File: src/rtl/axil_byte_master.sv
// ---------------------------------------------------------------------------
// axil_byte_master
//
// Bridges a byte stream (typically a UART receiver/transmitter pair) to an
// AXI4-Lite master port. Incoming command frames:
//   write: 0x57, A2, A1, A0, D1, D0
//   read : 0x52, A2, A1, A0
// Address is {A2,A1,A0} truncated to ADDR_WIDTH and data is {D1,D0}
// (big-endian). Each command yields a response on the output stream:
//   write: {6'b0, bresp}
//   read : {6'b0, rresp}, rdata[15:8], rdata[7:0]
// Bytes that arrive in IDLE and are not a command byte are discarded.
// Only one AXI transaction is ever in flight.
//
// Handshakes: a byte-stream or AXI transfer completes on a rising edge
// where valid and ready are both high. Once a valid is raised by this
// block, it stays high with a stable payload until the matching ready.
//
// Ports:
//   clk, resetn            clock, asynchronous active-low reset
//   in_t*                  command byte stream (sink)
//   out_t*                 response byte stream (source)
//   m_axil_aw*/w*/b*       AXI4-Lite write channels
//   m_axil_ar*/r*          AXI4-Lite read channels
//   busy                   high whenever the FSM is not in IDLE
//
// ADDR_WIDTH legal range is 1..24; DATA_WIDTH must be 16.
// ---------------------------------------------------------------------------
module axil_byte_master #(
    parameter int ADDR_WIDTH = 18,
    parameter int DATA_WIDTH = 16
) (
    input  logic                    clk,
    input  logic                    resetn,

    input  logic [7:0]              in_tdata,
    input  logic                    in_tvalid,
    output logic                    in_tready,

    output logic [7:0]              out_tdata,
    output logic                    out_tvalid,
    input  logic                    out_tready,

    output logic [ADDR_WIDTH-1:0]   m_axil_awaddr,
    output logic [2:0]              m_axil_awprot,
    output logic                    m_axil_awvalid,
    input  logic                    m_axil_awready,
    output logic [DATA_WIDTH-1:0]   m_axil_wdata,
    output logic [1:0]              m_axil_wstrb,
    output logic                    m_axil_wvalid,
    input  logic                    m_axil_wready,
    input  logic [1:0]              m_axil_bresp,
    input  logic                    m_axil_bvalid,
    output logic                    m_axil_bready,

    output logic [ADDR_WIDTH-1:0]   m_axil_araddr,
    output logic [2:0]              m_axil_arprot,
    output logic                    m_axil_arvalid,
    input  logic                    m_axil_arready,
    input  logic [DATA_WIDTH-1:0]   m_axil_rdata,
    input  logic [1:0]              m_axil_rresp,
    input  logic                    m_axil_rvalid,
    output logic                    m_axil_rready,

    output logic                    busy
);

    localparam logic [7:0] CMD_WRITE = 8'h57;
    localparam logic [7:0] CMD_READ  = 8'h52;

    typedef enum logic [2:0] {
        IDLE     = 3'd0,
        GET_ADDR = 3'd1,
        GET_DATA = 3'd2,
        WR_REQ   = 3'd3,
        WR_RESP  = 3'd4,
        RD_REQ   = 3'd5,
        RD_RESP  = 3'd6,
        SEND     = 3'd7
    } state_t;

    state_t                  state_q,    state_d;
    logic                    is_write_q, is_write_d;
    logic [1:0]              cnt_q,      cnt_d;      // byte counter, reused per phase
    logic [1:0]              len_q,      len_d;      // response length in bytes
    logic [ADDR_WIDTH-1:0]   addr_q,     addr_d;
    logic [DATA_WIDTH-1:0]   wdata_q,    wdata_d;
    logic [DATA_WIDTH-1:0]   rdata_q,    rdata_d;
    logic [7:0]              out_q,      out_d;
    logic                    awvalid_q,  awvalid_d;
    logic                    wvalid_q,   wvalid_d;

    logic in_fire;
    logic out_fire;

    assign in_tready  = (state_q == IDLE) || (state_q == GET_ADDR) || (state_q == GET_DATA);
    assign in_fire    = in_tvalid && in_tready;
    assign out_tvalid = (state_q == SEND);
    assign out_fire   = out_tvalid && out_tready;
    assign out_tdata  = out_q;

    assign m_axil_awaddr  = addr_q;
    assign m_axil_araddr  = addr_q;
    assign m_axil_wdata   = wdata_q;
    assign m_axil_awprot  = 3'b000;
    assign m_axil_arprot  = 3'b000;
    assign m_axil_wstrb   = 2'b11;
    assign m_axil_awvalid = awvalid_q;
    assign m_axil_wvalid  = wvalid_q;
    assign m_axil_bready  = (state_q == WR_RESP);
    assign m_axil_arvalid = (state_q == RD_REQ);
    assign m_axil_rready  = (state_q == RD_RESP);
    assign busy           = (state_q != IDLE);

    always_comb begin
        state_d    = state_q;
        is_write_d = is_write_q;
        cnt_d      = cnt_q;
        len_d      = len_q;
        addr_d     = addr_q;
        wdata_d    = wdata_q;
        rdata_d    = rdata_q;
        out_d      = out_q;
        awvalid_d  = awvalid_q;
        wvalid_d   = wvalid_q;

        case (state_q)
            IDLE: begin
                if (in_fire) begin
                    if (in_tdata == CMD_WRITE) begin
                        is_write_d = 1'b1;
                        cnt_d      = 2'd0;
                        state_d    = GET_ADDR;
                    end else if (in_tdata == CMD_READ) begin
                        is_write_d = 1'b0;
                        cnt_d      = 2'd0;
                        state_d    = GET_ADDR;
                    end
                end
            end

            GET_ADDR: begin
                if (in_fire) begin
                    // Shift in big-endian; the cast keeps the low ADDR_WIDTH bits.
                    addr_d = ADDR_WIDTH'({addr_q, in_tdata});
                    if (cnt_q == 2'd2) begin
                        cnt_d   = 2'd0;
                        state_d = is_write_q ? GET_DATA : RD_REQ;
                    end else begin
                        cnt_d = cnt_q + 2'd1;
                    end
                end
            end

            GET_DATA: begin
                if (in_fire) begin
                    wdata_d = {wdata_q[7:0], in_tdata};
                    if (cnt_q == 2'd1) begin
                        cnt_d     = 2'd0;
                        awvalid_d = 1'b1;
                        wvalid_d  = 1'b1;
                        state_d   = WR_REQ;
                    end else begin
                        cnt_d = cnt_q + 2'd1;
                    end
                end
            end

            WR_REQ: begin
                // AW and W retire independently; leave once neither is pending.
                if (awvalid_q && m_axil_awready) awvalid_d = 1'b0;
                if (wvalid_q && m_axil_wready)   wvalid_d  = 1'b0;
                if ((!awvalid_q || m_axil_awready) && (!wvalid_q || m_axil_wready)) begin
                    state_d = WR_RESP;
                end
            end

            WR_RESP: begin
                if (m_axil_bvalid) begin
                    out_d   = {6'b0, m_axil_bresp};
                    len_d   = 2'd1;
                    cnt_d   = 2'd0;
                    state_d = SEND;
                end
            end

            RD_REQ: begin
                if (m_axil_arready) state_d = RD_RESP;
            end

            RD_RESP: begin
                if (m_axil_rvalid) begin
                    out_d   = {6'b0, m_axil_rresp};
                    rdata_d = m_axil_rdata;
                    len_d   = 2'd3;
                    cnt_d   = 2'd0;
                    state_d = SEND;
                end
            end

            SEND: begin
                if (out_fire) begin
                    if (cnt_q == len_q - 2'd1) begin
                        cnt_d   = 2'd0;
                        state_d = IDLE;
                    end else begin
                        cnt_d = cnt_q + 2'd1;
                        out_d = (cnt_q == 2'd0) ? rdata_q[15:8] : rdata_q[7:0];
                    end
                end
            end

            default: state_d = IDLE;
        endcase
    end

    always_ff @(posedge clk or negedge resetn) begin
        if (!resetn) begin
            state_q    <= IDLE;
            is_write_q <= 1'b0;
            cnt_q      <= 2'd0;
            len_q      <= 2'd0;
            addr_q     <= '0;
            wdata_q    <= '0;
            rdata_q    <= '0;
            out_q      <= 8'h00;
            awvalid_q  <= 1'b0;
            wvalid_q   <= 1'b0;
        end else begin
            state_q    <= state_d;
            is_write_q <= is_write_d;
            cnt_q      <= cnt_d;
            len_q      <= len_d;
            addr_q     <= addr_d;
            wdata_q    <= wdata_d;
            rdata_q    <= rdata_d;
            out_q      <= out_d;
            awvalid_q  <= awvalid_d;
            wvalid_q   <= wvalid_d;
        end
    end

endmodule

File: config.mk
export PLATFORM = sky130hd
export DESIGN_NAME = axil_byte_master
export DESIGN_NICKNAME = d
export VERILOG_FILES = /design/src/rtl/axil_byte_master.sv
export SDC_FILE = /design/constraint.sdc
export NUM_CORES = 1
export LEC_CHECK = 0
export ABC_AREA = 0
export CAP_MARGIN = 20
export CORE_ASPECT_RATIO = 0.8
export CORE_MARGIN = 3
export CORE_UTILIZATION = 45
export DETAILED_ROUTE_END_ITERATION = 8
export PLACE_DENSITY_LB_ADDON = 0.08
export SKIP_CTS_REPAIR_TIMING = 1
export SYNTH_ARGS = -nofsm -noshare
export SYNTH_HDL_FRONTEND = slang
export SYNTH_SLANG_ARGS = --single-unit
File: constraint.sdc
create_clock -name clk -period 2.9 [get_ports clk]
set_clock_uncertainty 0.2 [all_clocks]
set_input_delay 0.87 -clock clk [delete_from_list [all_inputs] [get_ports clk]]
set_output_delay 0.87 -clock clk [all_outputs]
set_load 0.02 [all_outputs]
==> run metrics <==
unrepaired setup endpoints after global routing=no; Leakage=2.162 nW; Yosys warnings=0; setup_tns=0 ns; vias in the first global route=2605; post-DP HPWL=between 5000 and 6000 um; top-area cell type share of the netlist area=0.4929; clk root buf=clkbuf_8; CTS tree=done; Initial Utilization=0.4820; Yosys cell types=48; Site Rows=27; Detail Route Antenna Nets=0; EDFF count, synth=0; I/O pin total=113; maximum vdd drop=606.3 uV; Reg clk slew, reported paths=0.07 ns; post-detailed-routing wire length=7837 um; Mean Syn Cell Area=between 10 and 15 sq um; first-pass GRT wire length=~13000 um; Nets=436; asr flop ratio synth=1.000; GRT overflow=0; DR iter-0 viols=just under 70; Buffers on Ports=approximately 100; critical path fanouts, max=10; setup violators final=0; Seq/Total Area, Yosys=0.4929; FILL cells=565; CTS HTree Levels=3; CORE AREA=around 0.0072 sq mm; clock latency on the worst-skew pair=between 0.3 and 0.4 ns; Synth Flop Type=dfrtp_1; GRT Overall Usage=0.1878; Die Y=between 80 and 90 um; Pins Over Slew Limit=0; mapped cell area=approximately 0.0035 sq mm; pin count of the biggest net entering global routing=69; minimum clock period=roughly 2.7 ns; Die Width=just over 100 um; crit end category=output pin; Post-Synthesis Cells=roughly 290; cell taking the most area after synthesis=dfrtp_1; routed vias=about 2500; dominant cells by area after synthesis=dfrtp_1 49%, mux2_2 17%, buf_4 5.9%, mux2i_1 2.6%, ha_1 2.2%; First-pass DRT Iterations=4; register area=roughly 0.0017 sq mm; Hold WS=approximately 0.29 ns; Worst setup SP type=flip-flop; drt via density=about 5.0; Max Cap Viol=0; Worst Path Arrival=between 1.5 and 2 ns; layout cell share with drive strength beyond 1=0.2563; Post-route DRC=0; Hold WC Path Type=flip-flop to flip-flop; gpl congestion=between 0.8 and 0.9; fin crit share=0.9173; antenna violations before repair=0; CTS sink cnt=a little under 70; Antenna Cells=0; PwrDens=1159 mW/mm^2; fmax=approximately 0.38 GHz; endpoints failing hold=0; critical path type=flip-flop to output pin; Seq cells post-synth=68; required time of the critical path=around 1.8 ns; routed len/inst=between 15 and 20 um; Area Overhead vs Synth=38.89%; Max clock buf depth=2; CTS buffer count=9; Die Area=a little under 0.009 sq mm; multi-input combinational cell area=roughly 0.0015 sq mm; run status=completed
==> area by class of cell <==
type                            instances  area share
Clock inverter                          6     0.01461
Multi-Input combinational cell        182      0.3103
Clock buffer                           10     0.02871
Tap cell                              101     0.02636
Timing Repair Buffer                  124      0.2584
Inverter                                8    0.006263
Sequential cell                        68      0.3554
==> path summary, 6_finish.rpt <==
check	startpoint	to	slack, ns	cells after the start
max in group asynchronous	resetn	rdata_q[14]	1.86	2
worst min-delay path	out_tdata[6]	out_tdata[6]	0.29	1
worst max-delay path	state_q[0]	busy	0.24	4
worst min register to register	out_tdata[6]	out_tdata[6]	0.29	1
worst max register to register	cnt_q[0]	out_tdata[0]	0.67	8
min in group asynchronous	resetn	out_tdata[1]	0.33	2
==> sequential cells by signal, summed over array words and instances, names as in the netlist <==
name            flops
state_q             3
m_axil_awvalid      1
is_write_q          1
m_axil_wvalid       1
m_axil_wdata       16
rdata_q            16
m_axil_araddr      18
out_tdata           8
cnt_q               2
len_q               2
==> cells by family after synthesis <==
family	share of synthesized area
AOI/OAI and AO/OA	0.08011
xor gates and xnor gates	0.007251
adders and majority gates	0.02175
buffers and inverters	0.08409
DFF	0.4929
muxes	0.2077
other	0.002176
and+or+nand+nor	0.1040
==> synthesized netlist by cell type (2+ instances only) <==
| cell type | n |
|---|---|
| ha_1 | 6 |
| a21oi_1 | 9 |
| nand2b_1 | 4 |
| nand3_1 | 5 |
| buf_2 | 10 |
| a22o_1 | 3 |
| and3_1 | 2 |
| o2bb2ai_1 | 7 |
| inv_1 | 8 |
| nor3_1 | 5 |
| mux2i_1 | 9 |
| and2b_1 | 2 |
| nor3b_1 | 2 |
| conb_1 | 2 |
| buf_1 | 2 |
| o21ai_0 | 9 |
| mux2_2 | 51 |
| nand2_1 | 17 |
| buf_4 | 27 |
| nor2_1 | 11 |
| dfrtp_1 | 68 |
| nor2b_1 | 5 |
| mux2_4 | 2 |
==> report_power, final <==
| part | leakage (nW) | internal (W) | switching (W) |
|---|---|---|---|
| registers | 0.835 | 0.00138 | 0.000332 |
| logic | 1.22 | 0.00158 | 0.00146 |
| clock network | 0.108 | 0.000430 | 0.000381 |
==> placed cells by master, fill, tap and decap left out, types with 5 or more instances in the layout <==
| cell | synthesis | layout |
|---|---|---|
| clkdlybuf4s50_1 | 0 | 97 |
| dfrtp_1 | 68 | 66 |
| mux2_2 | 51 | 51 |
| nand2_1 | 17 | 17 |
| buf_4 | 27 | 17 |
| nor2_1 | 11 | 11 |
| clkbuf_8 | 0 | 10 |
| a21oi_1 | 9 | 9 |
| mux2i_1 | 9 | 9 |
| o21ai_0 | 9 | 9 |
| inv_1 | 8 | 8 |
| conb_1 | 2 | 8 |
| o2bb2ai_1 | 7 | 7 |
| ha_1 | 6 | 6 |
| dlymetal6s2s_1 | 0 | 6 |
| nor3_1 | 5 | 5 |
| nor2b_1 | 5 | 5 |
| nand3_1 | 5 | 5 |
==> worst max-delay path: stages, from the launching register on <==
cell and delay [ns]:
dfrtp_2 0.48, buf_4 0.18, nor3_2 0.31, inv_1 0.07
dlymetal6s2s_1 0.22
==> routing by layer <==
layer  track usage  routed length, um  vias up
met4       0.04831                 82        0
met3       0.06764                487        9
met1        0.2574               3646     1209
met5             0                  0        -
li1              -                  -     1190
met2        0.2850               3620       77
==> metrics by stage <==
| stage | cell area, sq um | setup WS [ns] | util | power, W | std cells |
|---|---|---|---|---|---|
| after floorplan | 3475 | 0.4886 | - | 0.003617 | 297 |
| after global placement | 4569 | 0.09876 | 0.6380 | 0.004721 | 483 |
| after detailed placement | 4569 | 0.04679 | 0.6380 | 0.004778 | 483 |
| after CTS | 4777 | -0.1472 | 0.6670 | 0.005612 | 499 |
| after global routing | 4795 | 0.1812 | 0.6695 | 0.005910 | 499 |
| final | 4795 | 0.2397 | 0.6695 | 0.005556 | 499 |
No activity file was read; power rests on OpenSTA's default activity.
==> edit 1 (same flow settings) <==
Reset style: synchronous (`resetn`), changed in one clocked block. Comments in the files are not updated.
--- a/src/rtl/axil_byte_master.sv
+++ b/src/rtl/axil_byte_master.sv
@@ -215,5 +215,5 @@
     end
 
-    always_ff @(posedge clk or negedge resetn) begin
+    always_ff @(posedge clk) begin
         if (!resetn) begin
             state_q    <= IDLE;
Check against the original RTL: differs if resetn is asserted again (counterexample within 4 cycles, from zero or initial values and one cycle with resetn low); with resetn held inactive, the same outputs for 10 cycles.
==> edit 1 against the unedited design <==
- sequential share of layout area fell by 6.2 points
- core utilization fell by 1.1 points
- sequential cell count did not move
- first-iteration DRC count rose by 90%
- worst setup slack got worse by 110 ps
- cell area fell by 3.0%
- synthesized area fell by 2.7%
- routed wire length rose by 8.4%
Power is not compared: it rests on default switching activity, and its combinational part moved more than twofold at a synthesized area within 25%.
==> edit 1: results (changes against the unedited design) <==
worst min path class: reg2reg
WP data arrival: 1700 ps (+110 ps)
global-route wire length before repair: 14.1 mm (+7.0%)
Area Growth Syn to Fin: 38.4%
GP Congestion: 0.890 (+10%)
pre-CTS setup slack: -61.2 ps (-108 ps)
Post-Syn Area: 3360 µm² (-2.7%)
final-stage net count: 545 (+25%)
area of the multi-input gates: 1670 µm² (+13%)
CLK BUF: 9 (-1)
DR iter-0 viols: 131 (+90%)
M2 GR Usage: 0.286 (+0.00109)
CP max FO: 12 (+2)
placed insts: 581 (+20%)
share of layout cells above drive strength 1: 0.110 (-0.146)
largest net degree at the start of global routing: 43 (-38%)
Non-clock buffers: 131 (+5.6%)
Post-Synthesis Cells: 409 (+41%)
sequential share of the synthesized area: 0.405 (-0.0877)
outcome: completed
top post-synthesis cells by area: dfxtp_1, a21boi_0, nand2_1, buf_4, nor2b_1
DP Area: 4420 µm² (-3.2%)
worst skew pair latency: 330 ps
antenna violations before repair: 0 (unchanged)
Non-Clock Buffer Area Fraction: 0.271 (+0.0123)
commonest cells in the netlist: nand2_1, dfxtp_1, a21boi_0, buf_4
layout filler cell count: 606 (+7.3%)
async set or reset register ratio after synthesis: 0 (-1.00)
via count: 3016 (+21%)
overall routing resource usage: 0.206 (+0.0178)
vias in the first global route: 2805 (+7.7%)
global routing usage on met3: 0.0680 (+0.000370)
DP HPWL: 6.11 mm (+5.4%)
sequential share of cell area: 0.294 (-0.0619)
Final period util: 0.955 (+0.0373)
Non-Filler Instances: 596 (+19%)
grt met1 use: 0.308 (+0.0502)
routed len/inst: 14.3 µm (-9.2%)
clk cell area share: 0.0460 (+0.00269)
Multi-Input Combinational: 287 (+58%)
ys flop type: dfxtp_1
[edit 1: logic make-up (layout without fill, tap and decap cells)]
| group | Yosys count | in the layout | synth area share |
|---|---|---|---|
| AND/OR/NAND/NOR | 164 | 164 | 0.219 |
| AO/OA/AOI/OAI | 98 | 98 | 0.214 |
| flip-flops | 68 | 68 | 0.405 |
| buffers and inverters | 60 | 154 | 0.104 |
| multiplexers | 11 | 11 | 0.0365 |
| adder cells (fa/ha/maj) | 3 | 3 | 0.0112 |
| XOR/XNOR | 3 | 3 | 0.00782 |
| other | 2 | 8 | 0.00224 |
[edit 1: worst paths after layout]
check	end	cells after the start	start
worst max-delay path	busy	2	state_q[1]$_SDFFE_PN0P_
worst min-delay path	rdata_q[2]$_SDFFE_PN0P_	2	rdata_q[2]$_SDFFE_PN0P_
worst max register to register	state_q[1]$_SDFFE_PN0P_	6	state_q[0]$_SDFFE_PN0P_
worst min register to register	rdata_q[2]$_SDFFE_PN0P_	2	rdata_q[2]$_SDFFE_PN0P_
[edit 1: worst max-delay path: stages, from the launching register on]
cell and delay [ps]:
dfxtp_2 400, or3_1 390, clkdlybuf4s50_1 570
[edit 1: layer usage]
metal  vias to the layer above  routed length (µm)  share of wire
met5                         -                   0              0
met4                         0                  45         0.0053
met3                         4                 590          0.069
met2                        98                3690           0.43
met1                      1376                4180           0.49
li1                       1538                   -              -
[edit 1: through the flow]
step | utilization | hold WS (ps)
final | 0.659 | 264
after global routing | 0.659 | 292
after CTS | 0.657 | 269
after detailed placement | 0.626 | 258
after global placement | 0.626 | 248
after floorplan | - | 240
[edit 1: power by group]
group / leakage (nW) / total (mW) / internal [mW] / switching [mW]
Clock: 0.105 / 0.841 / 0.481 / 0.360
Sequential: 0.549 / 0.994 / 0.957 / 0.0370
Combinational: 1.06 / 0.463 / 0.224 / 0.238
==> edit 2 (same flow settings) <==
Without the edit above. The parameter `ADDR_WIDTH` goes from 18 to 9.
--- a/src/rtl/axil_byte_master.sv
+++ b/src/rtl/axil_byte_master.sv
@@ -28,5 +28,5 @@
 // ---------------------------------------------------------------------------
 module axil_byte_master #(
-    parameter int ADDR_WIDTH = 18,
+    parameter int ADDR_WIDTH = 9,
     parameter int DATA_WIDTH = 16
 ) (
Ports: changed (resized m_axil_araddr and m_axil_awaddr); port bits go from 113 to 95. No check against the original RTL was run, so the function may have changed too.
==> edit 2 against the unedited design <==
- clock power shrank 7.4%
- non-clock buffer count shrank 20
- cell area is 13% lower
- synthesized cell count fell by 12%
- worst setup slack improved by 74 ps
- highest routed layer unchanged
- register-to-register slack improved by 90 ps
- sequential cell count down 9
- power fell by 16%
- sequential share of layout area increased by 0.12 points
- first-iteration DRC count increased by 71%
- critical endpoint is now m_axil_bready
- synthesized area fell by 13%
- routed wire length down 17%
- via count is 12% lower
==> edit 2: results (changes against the unedited design) <==
commonest cells in the netlist: dfrtp_1, mux2_1, buf_4, nand2_1, mux2i_1
grt met1 use: 0.231 (-0.0267)
hold path startpoint: m_axil_wdata[14]$_DFFE_PN0P_
utilization after layout: 0.674 (+0.00404)
r2r worst-path depth: 7 (-1)
DP HPWL: 4.83 mm (-17%)
Port Buffers: 86 (-17%)
global routing usage on met3: 0.0729 (+0.00523)
share of layout cells above drive strength 1: 0.134 (-0.122)
routed len/inst: 15.1 µm (-3.9%)
FF+latch count, synth: 59 (-13%)
CP max FO: 8 (-2)
layout filler cell count: 476 (-16%)
Int Pwr: 2.85 mW (-16%)
global-route wire length before repair: 10.8 mm (-18%)
Cell variety after synth: 44 (-8.3%)
M2 GR Usage: 0.275 (-0.0102)
via count: 2175 (-12%)
DR iter-0 viols: 118 (+71%)
overall routing resource usage: 0.179 (-0.00845)
outcome: completed
Worst Hold Path EP: m_axil_wdata[14]$_DFFE_PN0P_
vias in the first global route: 2233 (-14%)
r2r startpoint: cnt_q[1]$_DFFE_PN0P_
H-tree depth: 3 (unchanged)
WP data arrival: 1520 ps (-70 ps)
warnings from Yosys: 0 (unchanged)
DP Area: 3930 µm² (-14%)
FF-to-FF setup slack: 760 ps (+90 ps)
DRC: 0 (unchanged)
GP Congestion: 0.847 (+4.9%)
RR Endpoint: state_q[2]$_DFFE_PN0P_
top post-synthesis cells by area: dfrtp_1, mux2_1, buf_4, mux2i_1, ha_1
final-stage net count: 389 (-11%)
-- edit 2: logic make-up (layout without fill, tap and decap cells) --
group | after synthesis | after routing | share of synthesized area
adders and majority gates | 6 | 6 | 0.0251
buffers and inverters | 35 | 124 | 0.0740
DFF | 59 | 59 | 0.494
other | 2 | 8 | 0.00251
muxes | 57 | 57 | 0.211
AOI/OAI and AO/OA | 37 | 37 | 0.0790
and+or+nand+nor | 57 | 57 | 0.106
xor gates and xnor gates | 3 | 3 | 0.00878
-- edit 2: worst max-delay path by stage --
stage | from | to | slack, ps | cells past startpoint
2_1_floorplan | in_tdata[7] | state_q[2]$_DFFE_PN0P_ | 540 | 5
3_3_place_gp | in_tdata[5] | state_q[2]$_DFFE_PN0P_ | 40 | 7
3_5_place_dp | in_tdata[5] | state_q[2]$_DFFE_PN0P_ | 30 | 7
4_1_cts | state_q[0]$_DFFE_PN0P_ | m_axil_bready | -120 | 3
5_1_grt | state_q[0]$_DFFE_PN0P_ | m_axil_bready | 200 | 3
6_report | state_q[0]$_DFFE_PN0P_ | m_axil_bready | 310 | 3
-- edit 2: area by class of cell --
class                           count  share of cell area
Sequential cell                    59               0.357
Multi-Input combinational cell    168               0.319
Timing Repair Buffer              104               0.248
Clock buffer                        9              0.0298
Tap cell                           81              0.0244
Clock inverter                      7              0.0184
Inverter                            4             0.00362
-- edit 2: metal layers --
metal	vias to the layer above	routed length, µm
met5	-	0
met4	0	84
met3	8	480
met2	63	2960
met1	1046	3000
li1	1058	-
-- edit 2: per-stage QoR --
stage	hold WS, ps	total power, mW	std cells	setup WS [ps]
global route	318	5.00	432	198
floorplan	250	2.96	262	541
CTS	294	4.73	432	-121
finish	287	4.68	432	314
global placement	267	3.90	416	42.8
detailed placement	274	3.95	416	31.3
